--- config.mk ---
export PLATFORM = sky130hd
export DESIGN_NAME = trees_stream_loader
export DESIGN_NICKNAME = d
export VERILOG_FILES = /design/src/rtl/trees_stream_loader.sv
export SDC_FILE = /design/constraint.sdc
export NUM_CORES = 1
export LEC_CHECK = 0
export ABC_AREA = 1
export CORE_MARGIN = 5
export CORE_UTILIZATION = 49
export DETAILED_ROUTE_END_ITERATION = 8
export GPL_ROUTABILITY_DRIVEN = 0
export HOLD_SLACK_MARGIN = 0.03
export MAX_ROUTING_LAYER = met4
export PLACE_DENSITY = 0.8
export RECOVER_POWER = 50
export SYNTH_ARGS = -nofsm -noshare
export SYNTH_HDL_FRONTEND = slang
export SYNTH_SLANG_ARGS = --single-unit
--- constraint.sdc ---
create_clock -name clk -period 2.85 [get_ports clk]
set_input_delay 0.57 -clock clk [delete_from_list [all_inputs] [get_ports clk]]
set_output_delay 0.57 -clock clk [all_outputs]
set_load 0.02 [all_outputs]
--- src/rtl/trees_stream_loader.sv ---
// trees_stream_loader
// Front-end stage in front of the `trees` inference core. It turns command and
// 64-bit data streams into the core's node/feature write strobes. It also issues
// `start`, waits for `done`, and returns the prediction on a result stream.
//
// Ports:
//   clk, rst                       clock, synchronous active-high reset
//   cmd_valid/cmd_ready            command handshake (ready only in IDLE)
//   cmd_op[1:0], cmd_len[31:0]     0=LOAD_TREES 1=LOAD_FEATURES 2=RUN 3=illegal; beat count
//   in_valid/in_ready, in_data     64-bit data beats
//   load_trees, n_tree, n_node,    node write strobe with its address and data
//   tree_nodes
//   load_features, n_feature,      feature-pair write strobe (n_feature is always even)
//   features2
//   start, done, prediction        core run control and result
//   res_valid/res_ready,           result handshake; res_err=1 flags a timeout
//   res_data, res_err              (res_data is 0 in that case)
//   busy                           state is not IDLE
//   cmd_err                        sticky flag for an illegal op or a clipped length
module trees_stream_loader #(
    parameter int N_TREES      = 128,
    parameter int N_NODES      = 256,
    parameter int N_FEATURE    = 32,
    parameter int DONE_HOLDOFF = 2,
    parameter int TIMEOUT      = 65535
) (
    input  logic                         clk,
    input  logic                         rst,
    input  logic                         cmd_valid,
    output logic                         cmd_ready,
    input  logic [1:0]                   cmd_op,
    input  logic [31:0]                  cmd_len,
    input  logic                         in_valid,
    output logic                         in_ready,
    input  logic [63:0]                  in_data,
    output logic                         load_trees,
    output logic [$clog2(N_TREES)-1:0]   n_tree,
    output logic [$clog2(N_NODES)-1:0]   n_node,
    output logic [63:0]                  tree_nodes,
    output logic                         load_features,
    output logic [31:0]                  n_feature,
    output logic [63:0]                  features2,
    output logic                         start,
    input  logic [31:0]                  prediction,
    input  logic                         done,
    output logic                         res_valid,
    input  logic                         res_ready,
    output logic [31:0]                  res_data,
    output logic                         res_err,
    output logic                         busy,
    output logic                         cmd_err
);

    localparam int TREE_W = $clog2(N_TREES);
    localparam int NODE_W = $clog2(N_NODES);
    localparam int WAIT_W = $clog2(TIMEOUT + 1);

    localparam logic [31:0]       TREE_BEATS = 32'(N_TREES * N_NODES);
    localparam logic [31:0]       FEAT_BEATS = 32'(N_FEATURE / 2);
    localparam logic [WAIT_W-1:0] WAIT_LAST  = WAIT_W'(TIMEOUT - 1);
    localparam logic [WAIT_W-1:0] HOLDOFF    = WAIT_W'(DONE_HOLDOFF);

    typedef enum logic [2:0] {
        S_IDLE,
        S_TREES,
        S_FEATS,
        S_START,
        S_WAIT,
        S_RESULT
    } state_t;

    state_t state_reg, state_next;

    logic [31:0]       len_reg;      // effective (clipped) beat count
    logic [31:0]       cnt_reg;      // beats accepted so far
    logic [WAIT_W-1:0] wait_reg;     // cycles spent in WAIT
    logic              load_trees_reg, load_features_reg;
    logic [TREE_W-1:0] n_tree_reg;
    logic [NODE_W-1:0] n_node_reg;
    logic [63:0]       tree_nodes_reg, features2_reg;
    logic [31:0]       n_feature_reg;
    logic [31:0]       res_data_reg;
    logic              res_err_reg, cmd_err_reg;

    logic cmd_fire, beat_fire, last_beat, loading, done_hit, timeout_hit;
    logic clip_trees, clip_feats;

    assign cmd_ready   = (state_reg == S_IDLE);
    assign busy        = (state_reg != S_IDLE);
    assign loading     = (state_reg == S_TREES) || (state_reg == S_FEATS);
    assign in_ready    = loading && (cnt_reg < len_reg);
    assign cmd_fire    = cmd_valid && cmd_ready;
    assign beat_fire   = in_valid && in_ready;
    assign last_beat   = beat_fire && ((cnt_reg + 32'd1) == len_reg);
    // A done seen during the holdoff window is a leftover from the previous run.
    assign done_hit    = (state_reg == S_WAIT) && done && (wait_reg >= HOLDOFF);
    assign timeout_hit = (state_reg == S_WAIT) && !done_hit && (wait_reg == WAIT_LAST);
    assign clip_trees  = (cmd_len > TREE_BEATS);
    assign clip_feats  = (cmd_len > FEAT_BEATS);

    assign start         = (state_reg == S_START);
    assign res_valid     = (state_reg == S_RESULT);
    assign load_trees    = load_trees_reg;
    assign load_features = load_features_reg;
    assign n_tree        = n_tree_reg;
    assign n_node        = n_node_reg;
    assign tree_nodes    = tree_nodes_reg;
    assign n_feature     = n_feature_reg;
    assign features2     = features2_reg;
    assign res_data      = res_data_reg;
    assign res_err       = res_err_reg;
    assign cmd_err       = cmd_err_reg;

    always_ff @(posedge clk) begin
        if (rst) state_reg <= S_IDLE;
        else     state_reg <= state_next;
    end

    always_comb begin
        state_next = state_reg;
        case (state_reg)
            S_IDLE: begin
                if (cmd_fire) begin
                    case (cmd_op)
                        2'd0:    state_next = S_TREES;
                        2'd1:    state_next = S_FEATS;
                        2'd2:    state_next = S_START;
                        default: state_next = S_IDLE;
                    endcase
                end
            end
            // Leave right after the last beat is taken; its strobe lands in IDLE.
            // The length check also covers zero-length commands.
            S_TREES, S_FEATS: begin
                if ((cnt_reg >= len_reg) || last_beat) state_next = S_IDLE;
            end
            S_START:  state_next = S_WAIT;
            S_WAIT: begin
                if (done_hit || timeout_hit) state_next = S_RESULT;
            end
            S_RESULT: begin
                if (res_ready) state_next = S_IDLE;
            end
            default:  state_next = S_IDLE;
        endcase
    end

    always_ff @(posedge clk) begin
        if (rst) begin
            len_reg           <= '0;
            cnt_reg           <= '0;
            wait_reg          <= '0;
            load_trees_reg    <= 1'b0;
            load_features_reg <= 1'b0;
            n_tree_reg        <= '0;
            n_node_reg        <= '0;
            tree_nodes_reg    <= '0;
            n_feature_reg     <= '0;
            features2_reg     <= '0;
            res_data_reg      <= '0;
            res_err_reg       <= 1'b0;
            cmd_err_reg       <= 1'b0;
        end else begin
            load_trees_reg    <= 1'b0;
            load_features_reg <= 1'b0;

            if (cmd_fire) begin
                cnt_reg <= '0;
                case (cmd_op)
                    2'd0: begin
                        len_reg <= clip_trees ? TREE_BEATS : cmd_len;
                        if (clip_trees) cmd_err_reg <= 1'b1;
                    end
                    2'd1: begin
                        len_reg <= clip_feats ? FEAT_BEATS : cmd_len;
                        if (clip_feats) cmd_err_reg <= 1'b1;
                    end
                    2'd2:    len_reg <= '0;
                    default: cmd_err_reg <= 1'b1;
                endcase
            end

            if (beat_fire) begin
                cnt_reg <= cnt_reg + 32'd1;
                if (state_reg == S_TREES) begin
                    // The beat number splits directly into {tree, node}
                    // because N_NODES is a power of two.
                    load_trees_reg <= 1'b1;
                    tree_nodes_reg <= in_data;
                    n_tree_reg     <= cnt_reg[NODE_W +: TREE_W];
                    n_node_reg     <= cnt_reg[NODE_W-1:0];
                end else begin
                    load_features_reg <= 1'b1;
                    features2_reg     <= in_data;
                    n_feature_reg     <= {cnt_reg[30:0], 1'b0};
                end
            end

            if (state_reg == S_START) wait_reg <= '0;
            else if (state_reg == S_WAIT) wait_reg <= wait_reg + 1'b1;

            if (done_hit) begin
                res_data_reg <= prediction;
                res_err_reg  <= 1'b0;
            end else if (timeout_hit) begin
                res_data_reg <= '0;
                res_err_reg  <= 1'b1;
            end
        end
    end

endmodule

==> impl_metrics.py <==
metrics = {
    "status": {
        "status": "finished clean",
    },
    "yosys": {
        "syn_inst": 1854,
        "ys_types": 45,
        "ys_seq_area_frac": 0.438,
        "syn_avg_cell_area_um2": 7.21,
        "yosys-top-cells-area": "dfxtp_1, nand3_1, nand2_1",
        "syn-cell-area_mm2": 0.0134,
        "ys_warn_count": 0,
        "synth_nets": 2029,
        "synth.top_cell.area_share": 0.438,
        "ys_seq_elements": 293,
        "synth_area_leader_cell": "dfxtp_1",
    },
    "cts": {
        "cts_inserted_buffers": 34,
        "ctsHoldBuffers": 0,
        "cts.sinks": 293,
        "clk_latency_ns": 0.51,
        "cts_tree": "done",
        "clk_pin_slew_ns": 0.06,
        "htree_levels": 2,
        "root_buffer": "clkbuf_16",
        "cts_buffer_depth": 3,
    },
    "setup_path": {
        "cp_max_fo": 3,
        "cp-end-kind": "primary output",
        "slowest_delay_ns": 0.34,
        "slowest_stage": "dfxtp_1",
        "crit_type": "register to primary output",
        "start_kind": "register",
        "worstPathRequired_ns": 2.28,
        "critical_path.top_delay_family": "compound AO/OA/AOI/OAI gates",
        "crit_chain": "inv_1, ha_4, a21oi_1, o21ai_2, nand2_1, o211ai_1, nand2_1, nand3_1, nand3_1, nand3_2, inv_1, buf_4",
        "crit_arrival_ns": 2.24,
        "crit_buf_inv": 3,
    },
    "sta": {
        "fmax_ghz": 0.355,
        "worst_pin_slew_ns": 1.08,
        "skew_ns": 0.0154,
        "period_minus_slack_ns": 2.81,
        "finalSetupViolations": 0,
        "fin_crit_sh": 0.987,
        "setup_slack_ns": 0.0369,
        "finalSetupTns_ns": 0,
        "drv_slew": 0,
        "relSlewSlack": 0.283,
        "hold_viol": 0,
    },
    "grt": {
        "antenna_found_initial": 5,
        "grt_use_met3": 0.0539,
        "grt_max_degree": 177,
        "track_usage": 0.295,
        "use_met1": 0.373,
        "grt.busiest_layer": "met2",
        "grt_pass1_wl_um": 72900,
        "grtUsageMet2": 0.467,
        "grt-ovfl-total": 0,
        "grt_pass1_vias": 13860,
    },
    "layout": {
        "final_area_mm2": 0.0187,
        "drive_above_1_share": 0.0810,
        "area_growth_pct": 39.5,
        "final_nets": 2366,
        "fin_util": 0.692,
    },
    "hold_path": {
        "hp-class": "register to register",
    },
    "power": {
        "power_density_mw_per_mm2": 603,
        "ir_drop_uv": 414,
        "power_w": 0.0113,
        "leakage_nw": 7.49,
    },
    "detailed_routing": {
        "wire_per_inst_um": 18.3,
        "drt_iter0_drc": 1553,
        "drt.antenna.violating_nets": 0,
        "via_per_inst": 5.67,
        "drc": 0,
        "vias": 14504,
        "drt-total-wl_um": 46700,
        "drt_first_pass_iters": 5,
    },
    "placed_design": {
        "hpwl_um": 32700,
        "pre_cts_slack_ns": 0.0497,
        "port_buffers": 350,
        "place_area_mm2": 0.0174,
    },
    "die": {
        "dieWidth_um": 175,
        "core_area_mm2": 0.0270,
        "die_area_mm2": 0.0307,
        "start_util": 0.496,
        "rows": 60,
        "pin_count": 352,
        "die_h_um": 175,
    },
    "flow_run": {
        "cap_violations": 0,
    },
}
## synthesized netlist by cell type, drive strengths merged
cell,n
a2111oi,1
a21o,1
a21oi,280
a221oi,1
a31oi,2
and2,2
buf,34
clkbuf,87
clkinv,1
conb,1
dfxtp,293
ha,39
inv,114
nand2,432
nand3,327
nand3b,7
nand4,48
nor2,107
nor3,31
nor3b,1
nor4,5
nor4b,1
o211ai,1
o21a,1
o21ai,21
o221ai,1
o311ai,1
o31ai,1
or2,1
xnor2,3
xnor3,3
xor2,6
## stage by stage
stage / hold slack (ns) / instances
3_5_place_dp: 0.450 / 2490
3_3_place_gp: 0.438 / 2490
6_report: 0.454 / 2557
2_1_floorplan: 0.445 / 1854
4_1_cts: 0.458 / 2546
5_1_grt: 0.471 / 2557
## per-layer routing
| layer | vias up | routed length, um |
|---|---|---|
| li1 | 6929 | - |
| met1 | 6736 | 18800 |
| met2 | 700 | 21700 |
| met3 | 139 | 3880 |
| met4 | 0 | 2250 |
| met5 | - | 0 |
## cells by family after synthesis
group,synth area share
AOI/OAI and AO/OA,0.119
other,0.000280
adders and majority gates,0.0365
xor gates and xnor gates,0.0109
buffers and inverters,0.0694
and+or+nand+nor,0.326
DFF,0.439
## cell usage in the layout, fill, tap and decap left out, types with 8 or more instances in the layout
cell type        count
nand4_1             48
inv_1              108
nand2_1            422
nor2_1              91
nand2_2              8
nor3_1              28
nor2_2               9
ha_1                34
nand3_1            323
clkinv_2             8
dfxtp_1            289
o21ai_0             16
clkdlybuf4s50_1    137
buf_12               9
dlygate4sd3_1      211
buf_4               60
a21oi_1            275
clkbuf_16           34
## power by group
part | total, W | leakage [nW] | switching (W) | internal (W)
registers | 0.00442 | 2.36 | 0.000121 | 0.00430
clock network | 0.00417 | 0.529 | 0.00173 | 0.00244
logic | 0.00266 | 4.59 | 0.00177 | 0.000889
## cell type report
type / instances / area (um2)
well taps: 341 / 427
clock buffers: 44 / 948
inverters: 115 / 433
fillers: 2146 / 8290
flip-flops and latches: 293 / 5870
clock inverters: 12 / 108
diodes: 5 / 12.5
multi-input cells: 1325 / 6720
repair buffers: 422 / 4150
## what timing repair did
item,4_1_cts,5_1_grt
resized for setup,8,29
endpoints found under the setup margin,1,78
setup buffers,0,6
pin swaps,0,7
## worst register-to-register path: stages, from the launching register on
cell and delay, ns:
dfxtp_1 0.34, inv_1 0.10, ha_4 0.26, a21oi_1 0.24, o21ai_2 0.12, nand2_1 0.08, o211ai_1 0.07, nand2_1 0.08
nand3_1 0.07, nand3_1 0.09, nand3_2 0.07, buf_4 0.17, nor2_4 0.14, buf_12 0.40, nand3_1 0.24, a21oi_1 0.19
## final timing paths
check | from | endpoint | slack, ns | cells after the start
setup reg to reg | len_reg[19] | cnt_reg[28] | 0.12 | 15
setup / recovery | len_reg[19] | in_ready | 0.04 | 12
hold reg to reg | res_err | res_err | 0.45 | 2
hold / removal | res_err | res_err | 0.45 | 2
Power figures use the tool's default switching activity.
